[src/rtl/mod_updown_counter.sv]
// mod_updown_counter: modulo up/down counter with load, wrap/saturate, tc pulse and sticky ovf.
// Optional prescaler enabled by defining COUNTER_PRESCALE_EN.
module mod_updown_counter #(
    parameter int WIDTH      = 8,
    parameter int MODULUS    = 256,
    parameter int SATURATE   = 0,
    parameter int PRESCALE_W = 4
) (
    input  logic                  clk,
    input  logic                  rst,
    input  logic                  en,
    input  logic                  up,
    input  logic                  load,
    input  logic [WIDTH-1:0]      load_val,
    input  logic                  clr_flag,
    input  logic [PRESCALE_W-1:0] prescale_div,
    output logic [WIDTH-1:0]      out,
    output logic                  tc,
    output logic                  ovf
);
    localparam logic [WIDTH-1:0] MAX = WIDTH'(MODULUS - 1);
    logic tick;
    logic at_bound;
    logic [WIDTH-1:0] load_clamped;
`ifdef COUNTER_PRESCALE_EN
    logic [PRESCALE_W-1:0] div;
    // >= rather than == so a live decrease of prescale_div cannot strand the divider
    assign tick = div >= prescale_div;
    always_ff @(posedge clk) begin
        if (rst || load) div <= '0;
        else if (en) div <= tick ? '0 : div + 1'b1;
    end
`else
    logic unused_prescale;
    assign unused_prescale = &{1'b0, prescale_div};
    assign tick = 1'b1;
`endif
    assign at_bound     = up ? (out == MAX) : (out == '0);
    assign load_clamped = (load_val > MAX) ? MAX : load_val;
    always_ff @(posedge clk) begin
        if (rst) begin
            out <= '0;
            tc  <= 1'b0;
            ovf <= 1'b0;
        end else if (load) begin
            out <= load_clamped;
            tc  <= 1'b0;
        end else begin
            tc <= 1'b0;
            if (clr_flag) ovf <= 1'b0;
            if (en && tick) begin
                if (at_bound) begin
                    tc  <= 1'b1;
                    ovf <= 1'b1;
                    if (SATURATE == 0) out <= up ? '0 : MAX;
                end else begin
                    out <= up ? out + 1'b1 : out - 1'b1;
                end
            end
        end
    end
endmodule

[config.mk]
export PLATFORM = sky130hd
export DESIGN_NAME = mod_updown_counter
export DESIGN_NICKNAME = d
export VERILOG_FILES = /design/src/rtl/mod_updown_counter.sv
export SDC_FILE = /design/constraint.sdc
export NUM_CORES = 1
export LEC_CHECK = 0
export ABC_AREA = 0
export CELL_PAD_IN_SITES_DETAIL_PLACEMENT = 0
export CELL_PAD_IN_SITES_GLOBAL_PLACEMENT = 1
export CORE_MARGIN = 5
export CORE_UTILIZATION = 25
export CTS_CLUSTER_DIAMETER = 50
export DETAILED_ROUTE_END_ITERATION = 10
export PLACE_DENSITY = 0.7
export SKIP_LAST_GASP = 1
export SYNTH_ARGS = -nofsm -noshare
export SYNTH_HDL_FRONTEND = slang
export SYNTH_SLANG_ARGS = --single-unit
[constraint.sdc]
create_clock -name clk -period 3.1 [get_ports clk]
set_input_delay 0.31 -clock clk [delete_from_list [all_inputs] [get_ports clk]]
set_output_delay 0.31 -clock clk [all_outputs]
set_load 0.02 [all_outputs]
==> Implementation_results.wiki, run 1 <==
{| class="wikitable"
! Metric !! Value
|-
| Outcome || finished clean
|-
| Post-synth cell types || 25
|-
| Area growth from synthesis to final layout || 35.9%
|-
| Register share of total power || 36.7%
|-
| Iter 0 DRT Violations || 35
|-
| Share of total power consumed by net switching || 31.7%
|-
| Critical Path Fanout Max || 7
|-
| Clock edge transition at the registers on the reported setup and hold paths || 0.07 ns
|-
| Number of optimization iterations in the first detailed-route pass || 4
|-
| Number of enable-type register cells in the synthesized netlist || 0
|-
| Synth Register Bits || 10
|-
| Clock root buffer || sky130_fd_sc_hd__clkbuf_4
|-
| Data arrival, critical path || 2.63 ns
|-
| Predominant post-synthesis flop cell || sky130_fd_sc_hd__dfxtp_1
|-
| HPWL after DPL || 1.60 mm
|-
| Share of power burned in the clock network || 28.7%
|-
| Buffers from clock root to sink, at most || 2
|-
| Wire length of the first global-routing pass || 3.39 mm
|-
| Leakage || 0.000423 uW
|-
| Via count || 757
|-
| Accumulated negative setup slack || 0 ns
|-
| Leading cell types by count after synthesis || 19 x sky130_fd_sc_hd__a21oi_1, 17 x sky130_fd_sc_hd__nor2_1, 10 x sky130_fd_sc_hd__dfxtp_1
|-
| CTS hold repair buffers || 0
|-
| Htree depth || 1
|-
| Tcrit/Tclk final || 80.3%
|-
| Die span in x || 65.3 um
|-
| FILL cells || 326
|-
| Sort of element at the start of the critical path || primary input
|-
| Async SR Flop Fraction || 0%
|-
| Share of post-route cells with drive strength above 1 || 9.09%
|-
| Number of clock sinks || 10
|-
| CTS tree || built
|-
| Most repeated cell in the gate-level netlist after synthesis || sky130_fd_sc_hd__a21oi_1
|-
| Power per Cell Area || 399 nW/um^2
|-
| Mapped Nets || 122
|-
| Fraction of post-synthesis cell area in the top cell type by area || 26.2%
|-
| Buffer count from post-CTS setup fixing || 0
|-
| TritonCTS Buffers || 3
|-
| Buffer and inverter count on the worst path || 2
|-
| Class of the tightest hold or removal check || reg -> reg
|-
| Pin count of the biggest net entering global routing || 20
|-
| Wire length per cell after detailed routing || 13.0 um
|-
| Initial Util || 25.6%
|-
| Worst voltage drop across the vdd grid || 0.223 mV
|-
| Combined flip-flop and latch cell area || 200 um^2
|-
| Number of resized instances in the post-cts repair step || 0
|-
| Vertical extent of the die || 65.3 um
|-
| Sequence of cells on the critical path || clkdlybuf4s50_1, inv_1, ha_1, and2_4, a311oi_2, a21oi_1, or3_1, a31oi_1, nor3_1
|-
| Sequential fraction of the synthesis area || 26.2%
|-
| Critical Setup Path Class || in -> reg
|-
| Global Route Usage Sum || 10.3%
|-
| Post-Synthesis Cells || 97
|-
| Post-layout minimum cycle time || 2.49 ns
|-
| Reported net switching power || 131 uW
|-
| Warnings, synthesis || 0
|-
| Biggest area contributors in the synthesized netlist || sky130_fd_sc_hd__dfxtp_1 26%, sky130_fd_sc_hd__a21oi_1 12%, sky130_fd_sc_hd__ha_1 9.8%
|-
| Ant diodes || 0
|-
| Cell type with the largest total area after synthesis || sky130_fd_sc_hd__dfxtp_1
|-
| Average vias per placed instance || 4.92
|-
| Highest attainable clock frequency || 0.402 GHz
|-
| Relative slew margins || 74.2%
|-
| Final Hold Violating Endpoints || 0
|-
| Comb power frac || 34.6%
|-
| Count of nets after finishing || 147
|-
| Max incr delay on CP || 0.55 ns
|-
| Slew @ Worst Pin || 0.386 ns
|-
| Kind of cell with the highest combined delay on the critical path || buffers and inverters
|-
| Area of the core region || 2980 um^2
|-
| Number of global-route vias before repair || 744
|-
| CP endpoint kind || flip-flop
|-
| Total Die Area || 4260 um^2
|-
| Maximum clock skew at final layout || 0.00319 ns
|-
| I/O pins || 28
|-
| Critical-path top delay cell || sky130_fd_sc_hd__clkdlybuf4s50_1
|-
| Syn Area/Cell || 7.87 um^2
|-
| Final standard cell utilization of the core || 34.8%
|-
| Internal || 283 uW
|-
| Number of routed nets with antenna violations || 0
|-
| Count of unresolved DRC violations after routing || 0
|-
| Number of antenna violations at the first check in global routing || 0
|-
| Post-Route WL || 2.01 mm
|-
| Max-capacitance violation count || 0
|-
| I/O Buffers || 23
|-
| Multi-input logic area || 514 um^2
|-
| Remaining Overflow, GRT || 0
|-
| Post-Synthesis Cell Area || 763 um^2
|-
| Final slew viol count || 0
|-
| Data required, critical path || 3.24 ns
|-
| RSZ-0062 raised after global routing || no
|-
| Placement row count || 20
|-
| Gp weighted congestion || 0.770
|-
| Setup-violating endpoint count in the final report || 0
|-
| Insertion delay to the later sink of the worst-skew pair || 0.26 ns
|}
==> final timing paths <==
check | from | cells after the start | slack, ns | to
max | up | 9 | 0.61 | out[7]
max reg2reg | out[4] | 7 | 1.06 | out[7]
min | ovf | 2 | 0.48 | ovf
min reg2reg | ovf | 2 | 0.48 | ovf
==> stage by stage <==
stage               hold slack [ns]  instance area (um^2)  instances  worst slack, ns  power (uW)
detailed placement            0.473                  1000        150            0.326         300
global route                  0.507                  1040        154            0.484         445
CTS                           0.483                  1040        154            0.626         421
finish                        0.478                  1040        154            0.611         414
global placement              0.464                  1000        150            0.364         298
floorplan                     0.452                   763         97             1.08         249
==> cells in the final DEF (no fill, tap or decap) <==
master and instances:
sky130_fd_sc_hd__a21o_1 1, sky130_fd_sc_hd__a21o_2 2, sky130_fd_sc_hd__a21oi_1 19, sky130_fd_sc_hd__a311o_2 1, sky130_fd_sc_hd__a311oi_2 1, sky130_fd_sc_hd__a31oi_1 1, sky130_fd_sc_hd__and2_4 2, sky130_fd_sc_hd__buf_4 1
sky130_fd_sc_hd__clkbuf_4 3, sky130_fd_sc_hd__clkbuf_8 1, sky130_fd_sc_hd__clkdlybuf4s50_1 23, sky130_fd_sc_hd__dfxtp_1 10, sky130_fd_sc_hd__fa_1 1, sky130_fd_sc_hd__ha_1 6, sky130_fd_sc_hd__inv_1 2, sky130_fd_sc_hd__nand2_1 5
sky130_fd_sc_hd__nand3_1 1, sky130_fd_sc_hd__nand3b_1 1, sky130_fd_sc_hd__nand4_1 3, sky130_fd_sc_hd__nor2_1 17, sky130_fd_sc_hd__nor3_1 6, sky130_fd_sc_hd__nor4_1 1, sky130_fd_sc_hd__o21ai_0 2, sky130_fd_sc_hd__or3_1 3
sky130_fd_sc_hd__or3b_1 1, sky130_fd_sc_hd__xnor2_1 5, sky130_fd_sc_hd__xor2_1 2
==> metal layers <==
layer	vias up	track usage (%)	wire length, um
met3	2	4.44	93
li1	399	-	-
met2	14	17.7	1030
met1	342	11.6	870
met5	-	0	0
met4	0	2.33	7
==> power by group through the flow <==
stage / registers [uW] / logic, uW / clock network, uW
CTS: 153 / 145 / 123
global route: 154 / 158 / 133
detailed placement: 156 / 145 / 0
floorplan: 162 / 87.5 / 0
finish: 152 / 144 / 119
global placement: 155 / 143 / 0
==> flip-flops by register name (all words and copies together), names as in the netlist <==
register and cells:
out 8, ovf 1, tc 1
==> worst min-delay path, cell delays in order (launching register included) <==
cell	delay, ns
sky130_fd_sc_hd__dfxtp_1	0.31
sky130_fd_sc_hd__o21ai_0	0.06
sky130_fd_sc_hd__a21oi_1	0.06
==> area by class of cell <==
class	count	area share, %
timing repair buffer	24	22.9
inverter	2	0.724
sequential	10	19.3
tap	33	3.98
multi-input combinational	81	49.6
clock buffer	4	3.50
==> kinds of logic after synthesis <==
logic type	Yosys count	synth area share, %
AOI/OAI and AO/OA	27	21.3
xor gates and xnor gates	7	8.03
buffers and inverters	6	6.39
DFF	10	26.2
and+or+nand+nor	40	25.6
adders and majority gates	7	12.5
(Power assumes the default switching activity.)
==> inputs of run 2 (changes only) <==
Settings changed: PLACE_DENSITY 0.7 to 0.72.
Clock period 3.1 ns to 2.1 ns, I/O delays scaled along.
==> run 2 against run 1 <==
Against the previous run:
- hold slack is essentially flat
- flip-flop and latch count unchanged
- utilization up 7.1 points
- via count rose by 13%
- sequential power increased by 45%
- worst setup slack got worse by 0.34 ns
- power up 56%
- critical path type is now reg -> reg
- critical endpoint unchanged
- largest cell class unchanged
- largest power group is now combinational logic
- highest routed layer unchanged
==> Implementation_results.wiki, run 2 (synthesis results as in run 1) <==
{| class="wikitable"
! Metric !! Value
|-
| Area of the core region || 2980 um^2 (unchanged)
|-
| Number of routed nets with antenna violations || 0 (unchanged)
|-
| Average vias per placed instance || 4.89 (-0.49%)
|-
| Data arrival, critical path || 1.98 ns (-0.65 ns)
|-
| Count of nets after finishing || 169 (+15%)
|-
| CTS hold repair buffers || 0 (unchanged)
|-
| Clock root buffer || sky130_fd_sc_hd__clkbuf_4
|-
| Insertion delay to the later sink of the worst-skew pair || 0.27 ns (about the same)
|-
| Clock edge transition at the registers on the reported setup and hold paths || 0.06 ns (about the same)
|-
| I/O pins || 28 (unchanged)
|-
| Outcome || finished clean
|-
| Post-Route WL || 2.35 mm (+17%)
|-
| Post-layout minimum cycle time || 1.83 ns
|-
| Worst voltage drop across the vdd grid || 0.267 mV (+20%)
|-
| Worst reg2reg setup slack || 0.27 ns (-0.79 ns)
|-
| Critical Setup Path Class || reg -> reg
|-
| Maximum clock skew at final layout || 0.00337 ns (+0.000180 ns)
|-
| Number of antenna violations at the first check in global routing || 0 (unchanged)
|-
| Iter 0 DRT Violations || 40 (+14%)
|-
| Tcrit/Tclk final || 87.1%
|-
| Accumulated negative setup slack || 0 ns (unchanged)
|-
| CP endpoint kind || flip-flop
|-
| Die span in x || 65.3 um (unchanged)
|-
| Htree depth || 1 (unchanged)
|-
| Final Hold Violating Endpoints || 0 (unchanged)
|-
| Share of post-route cells with drive strength above 1 || 26.8% (+18 points)
|-
| Slew @ Worst Pin || 0.395 ns (+0.00855 ns)
|-
| Total power || 648 uW (+56%)
|-
| Highest-count cells in the layout ignoring fill and taps || 22 x sky130_fd_sc_hd__clkdlybuf4s50_1, 22 x sky130_fd_sc_hd__buf_4, 17 x sky130_fd_sc_hd__nor2_1, 17 x sky130_fd_sc_hd__a21oi_1, 10 x sky130_fd_sc_hd__dfxtp_1
|-
| Wire length of the first global-routing pass || 3.86 mm (+14%)
|-
| Count of unresolved DRC violations after routing || 0 (unchanged)
|-
| Reg with most FFs || out
|-
| TritonCTS Buffers || 3 (unchanged)
|-
| Number of optimization iterations in the first detailed-route pass || 4 (unchanged)
|-
| Class of the tightest hold or removal check || reg -> reg
|-
| CTS tree || built
|-
| Area growth from synthesis to final layout || 63.8%
|-
| Global Route Usage Sum || 11.8% (+1.6 points)
|-
| Leakage || 0.000538 uW (+27%)
|-
| Placement row count || 20 (unchanged)
|-
| FILL cells || 307 (-5.8%)
|-
| I/O Buffers || 23 (unchanged)
|-
| Highest attainable clock frequency || 0.547 GHz
|-
| Number of clock sinks || 10 (unchanged)
|-
| Relative slew margins || 73.6% (-0.57 points)
|-
| Final slew viol count || 0 (unchanged)
|-
| Ant diodes || 0 (unchanged)
|-
| Vertical extent of the die || 65.3 um (unchanged)
|-
| Sort of element at the start of the critical path || flip-flop
|-
| Max-capacitance violation count || 0 (unchanged)
|-
| Data required, critical path || 2.25 ns (-0.99 ns)
|-
| Via count || 856 (+13%)
|-
| Number of global-route vias before repair || 851 (+14%)
|-
| Critical Path Fanout Max || 3 (-4)
|-
| RSZ-0062 raised after global routing || no
|-
| Number of flip-flops in the largest register || 8 (unchanged)
|-
| Gp weighted congestion || 0.906 (+18%)
|-
| Setup-violating endpoint count in the final report || 0 (unchanged)
|-
| Remaining Overflow, GRT || 0 (unchanged)
|-
| Pin count of the biggest net entering global routing || 19 (-5.0%)
|-
| Initial Util || 25.6% (unchanged)
|-
| Biggest regs || out x8, ovf x1, tc x1
|-
| Power per Cell Area || 518 nW/um^2 (+30%)
|-
| Final standard cell utilization of the core || 42.0% (+7.1 points)
|-
| Wire length per cell after detailed routing || 13.4 um (+2.9%)
|-
| HPWL after DPL || 1.83 mm (+14%)
|-
| Buffers from clock root to sink, at most || 2 (unchanged)
|-
| Total Die Area || 4260 um^2 (unchanged)
|}
==> run 2: changes by cell type in the layout (fill, tap and decap cells not counted), moves of 2 or more <==
cell / before / now
sky130_fd_sc_hd__a21oi_1: 19 / 17
sky130_fd_sc_hd__ha_4: 0 / 2
sky130_fd_sc_hd__ha_1: 6 / 4
sky130_fd_sc_hd__buf_4: 1 / 22
sky130_fd_sc_hd__a21oi_2: 0 / 2
==> run 2: final timing paths <==
check / from / cells past startpoint / endpoint
max reg2reg: out[4] / 7 / out[7]
max: out[4] / 7 / out[7]
min: ovf / 2 / ovf
min reg2reg: ovf / 2 / ovf
==> run 2: cell type report <==
type	count	area (um^2)	share of cell area, %
Inverter	2	7.51	0.601
Sequential cell	10	200	16.0
Tap cell	33	41.3	3.30
Timing Repair Buffer	46	418	33.4
Multi-Input combinational cell	81	561	44.8
Clock buffer	3	22.5	1.80
==> run 2: through the flow <==
step | hold WS (ns) | cell area, um^2 | instances | worst slack [ns]
2_1_floorplan | 0.352 | 763 | 97 | 0.0791
3_3_place_gp | 0.465 | 1130 | 167 | -0.278
3_5_place_dp | 0.472 | 1130 | 167 | -0.357
4_1_cts | 0.480 | 1180 | 172 | -0.00195
5_1_grt | 0.507 | 1250 | 175 | 0.138
6_report | 0.478 | 1250 | 175 | 0.270
==> run 2: power breakdown <==
part | switching [uW] | internal [uW]
sequential | 16.5 | 203
clock | 65.6 | 66.3
combinational | 133 | 163
total | 215 | 433
==> run 2: layer usage <==
metal	global-route usage, %	share of wire [%]
met3	5.13	8.4
met1	14.3	42
met5	0	0
met2	18.3	47
met4	4.66	2.3
==> run 2: timing repair <==
action,4_1_cts,5_1_grt
setup endpoints to repair,2,2
buffers inserted,2,3
gates cloned,0,0
gates resized for setup,3,5
pin swaps,2,9
==> run 2: worst max-delay path: stages (launching register included) <==
cell and delay [ns]:
sky130_fd_sc_hd__dfxtp_1 0.38, sky130_fd_sc_hd__ha_4 0.22, sky130_fd_sc_hd__buf_4 0.14, sky130_fd_sc_hd__a311oi_4 0.28, sky130_fd_sc_hd__a21oi_2 0.10, sky130_fd_sc_hd__or3_1 0.38, sky130_fd_sc_hd__a31oi_1 0.13, sky130_fd_sc_hd__nor3_1 0.05
==> inputs of run 3 (changes only) <==
Settings changed: CORE_MARGIN 5 to not set.
==> run 3 against run 2 <==
Against the previous run:
- the run now ends with DRC left
- die area shrank 23%
- cell count shrank 2.3%
- highest routed layer unchanged
- flip-flop and latch count is the same
- critical endpoint unchanged
- count of clock-buffer cells in the layout grew 1
- power grew 4.0%
- sequential power is essentially flat
==> Implementation_results.wiki, run 3 (synthesis results as in run 1) <==
{| class="wikitable"
! Metric !! Value
|-
| Wire length per cell after detailed routing || 13.2 um (-1.8%)
|-
| Power per Cell Area || 558 nW/um^2 (+7.7%)
|-
| Worst reg2reg setup slack || 0.23 ns (-0.04 ns)
|-
| Pin count of the biggest net entering global routing || 19 (unchanged)
|-
| Reg with most FFs || out
|-
| Post-layout minimum cycle time || 1.87 ns (+0.0384 ns)
|-
| Total Die Area || 3280 um^2 (-23%)
|-
| Final slew viol count || 0 (unchanged)
|-
| Ant diodes || 0 (unchanged)
|-
| Insertion delay to the later sink of the worst-skew pair || 0.27 ns (about the same)
|-
| Reg-to-reg critical path endpoint || out[7]
|-
| Maximum clock skew at final layout || 0.00204 ns (-0.00134 ns)
|-
| Placement row count || 19 (-5.0%)
|-
| Wire length of the first global-routing pass || 3.74 mm (-3.2%)
|-
| Relative slew margins || 72.8% (-0.79 points)
|-
| Count of unresolved DRC violations after routing || 1 (+1)
|-
| Number of clock sinks || 10 (unchanged)
|-
| Number of antenna violations at the first check in global routing || 0 (unchanged)
|-
| Remaining Overflow, GRT || 0 (unchanged)
|-
| Post-Route WL || 2.25 mm (-4.0%)
|-
| Endpoint of the most critical setup path || out[7]
|-
| Vertical extent of the die || 57.3 um (-12%)
|-
| Via count || 833 (-2.7%)
|-
| Critical Path Fanout Max || 3 (unchanged)
|-
| Slew @ Worst Pin || 0.406 ns (+0.0118 ns)
|-
| Clock root buffer || sky130_fd_sc_hd__clkbuf_4
|-
| CTS tree || built
|-
| RSZ-0062 raised after global routing || no
|-
| Worst Hold Path Cells || 2 (unchanged)
|-
| Count of nets after finishing || 166 (-1.8%)
|-
| CTS hold repair buffers || 0 (unchanged)
|-
| Accumulated negative setup slack || 0 ns (unchanged)
|-
| Origin of the critical flop-to-flop path || out[4]
|-
| Highest attainable clock frequency || 0.535 GHz (-2.1%)
|-
| Final standard cell utilization of the core || 42.7% (+0.71 points)
|-
| Outcome || finished with violations
|-
| Critical Setup Path Class || reg -> reg
|-
| Highest-count cells in the layout ignoring fill and taps || 22 x sky130_fd_sc_hd__clkdlybuf4s50_1, 19 x sky130_fd_sc_hd__buf_4, 18 x sky130_fd_sc_hd__a21oi_1
|-
| Number of routed nets with antenna violations || 0 (unchanged)
|-
| Initial Util || 27.0% (+1.3 points)
|-
| Biggest regs || out x8, ovf x1, tc x1
|-
| Average vias per placed instance || 4.87 (-0.41%)
|-
| Leading cell type in the layout, fill and taps excluded || sky130_fd_sc_hd__clkdlybuf4s50_1
|-
| TritonCTS Buffers || 3 (unchanged)
|-
| Number of optimization iterations in the first detailed-route pass || 9 (+5)
|-
| Post-route non-filler standard cell count || 171 (-2.3%)
|-
| Final Hold Violating Endpoints || 0 (unchanged)
|-
| Htree depth || 1 (unchanged)
|-
| HPWL after DPL || 1.82 mm (-0.56%)
|-
| Die span in x || 57.3 um (-12%)
|-
| Buffers from clock root to sink, at most || 2 (unchanged)
|-
| Setup-violating endpoint count in the final report || 0 (unchanged)
|-
| Worst voltage drop across the vdd grid || 0.255 mV (-4.7%)
|-
| Inst Count DP || 166 (-0.60%)
|-
| Area of the core region || 2830 um^2 (-5.0%)
|-
| Number of flip-flops in the largest register || 8 (unchanged)
|-
| I/O pins || 28 (unchanged)
|-
| Data required, critical path || 2.24 ns (about the same)
|-
| Clock edge transition at the registers on the reported setup and hold paths || 0.07 ns (about the same)
|-
| Sort of element at the start of the critical path || flip-flop
|-
| Source of the critical timing path || out[4]
|-
| Class of the tightest hold or removal check || reg -> reg
|-
| Global Route Usage Sum || 14.6% (+2.8 points)
|-
| Data arrival, critical path || 2.01 ns (+0.03 ns)
|-
| Reg2reg path depth || 7 (unchanged)
|-
| Max-capacitance violation count || 0 (unchanged)
|-
| I/O Buffers || 23 (unchanged)
|-
| FILL cells || 292 (-4.9%)
|-
| Tcrit/Tclk final || 88.9% (+1.8 points)
|-
| CP endpoint kind || flip-flop
|-
| Share of post-route cells with drive strength above 1 || 24.3% (-2.5 points)
|-
| Violations in the final reports || DRC
|-
| Iter 0 DRT Violations || 20 (-50%)
|-
| Leakage || 0.000520 uW (-3.3%)
|-
| Area growth from synthesis to final layout || 58.2%
|-
| Gp weighted congestion || 0.831 (-8.3%)
|-
| Number of global-route vias before repair || 846 (-0.59%)
|}
==> run 3: cell types whose count changed in the layout (fill, tap and decap cells not counted) <==
| cell | before | now |
|---|---|---|
| sky130_fd_sc_hd__buf_4 | 22 | 19 |
| sky130_fd_sc_hd__a21oi_1 | 17 | 18 |
| sky130_fd_sc_hd__a21oi_2 | 2 | 1 |
| sky130_fd_sc_hd__a311oi_2 | 0 | 1 |
| sky130_fd_sc_hd__a311oi_4 | 1 | 0 |
| sky130_fd_sc_hd__clkbuf_8 | 0 | 1 |
| sky130_fd_sc_hd__dlygate4sd2_1 | 0 | 1 |
| sky130_fd_sc_hd__dlymetal6s2s_1 | 1 | 0 |
| sky130_fd_sc_hd__ha_1 | 4 | 5 |
| sky130_fd_sc_hd__ha_4 | 2 | 1 |
==> run 3: metal layers <==
metal  track usage [%]  vias to the layer above  wire, um
li1                  -                      433         -
met1              18.4                      371      1070
met2              25.2                       27      1060
met3              3.63                        2       105
met5                 0                        -         0
met4              3.48                        0        19
==> run 3: worst min-delay path by stage <==
stage,slack [ns],from,endpoint
global route,0.51,ovf,ovf
global placement,0.47,ovf,ovf
CTS,0.50,ovf,ovf
floorplan,0.35,load_val[1],out[1]
detailed placement,0.48,ovf,ovf
finish,0.49,ovf,ovf
==> run 3: final cells by class <==
| class | count | area [um^2] | area share (%) |
|---|---|---|---|
| clock buffers | 4 | 36.3 | 3.01 |
| inverters | 2 | 7.51 | 0.622 |
| multi-input cells | 81 | 533 | 44.1 |
| flip-flops and latches | 10 | 200 | 16.6 |
| well taps | 31 | 38.8 | 3.21 |
| repair buffers | 43 | 392 | 32.4 |
==> run 3: per-stage QoR <==
step | total power (uW) | setup slack [ns] | hold WS, ns | instance area (um^2)
after floorplan | 368 | 0.0791 | 0.352 | 763
after global placement | 484 | -0.304 | 0.471 | 1130
after detailed placement | 491 | -0.344 | 0.481 | 1130
after CTS | 686 | 0.212 | 0.502 | 1210
after global routing | 718 | 0.120 | 0.513 | 1210
final | 674 | 0.232 | 0.491 | 1210
==> run 3: worst max-delay path, stage by stage (launching register included) <==
cell                       delay, ns
sky130_fd_sc_hd__dfxtp_1        0.41
sky130_fd_sc_hd__ha_4           0.23
sky130_fd_sc_hd__buf_4          0.14
sky130_fd_sc_hd__a311oi_2       0.29
sky130_fd_sc_hd__a21oi_1        0.12
sky130_fd_sc_hd__or3_1          0.37
sky130_fd_sc_hd__a31oi_1        0.13
sky130_fd_sc_hd__nor3_1         0.06
==> run 3: where the power goes <==
group	internal, uW	switching, uW
Combinational	152	126
Sequential	203	15.9
Clock	105	72.1
==> run 3: timing repair <==
action / in CTS / in global routing
resized for setup: 5 / 0
hold endpoints to repair: 0 / 0
endpoints found under the setup margin: 2 / 0
buffers inserted: 1 / 0
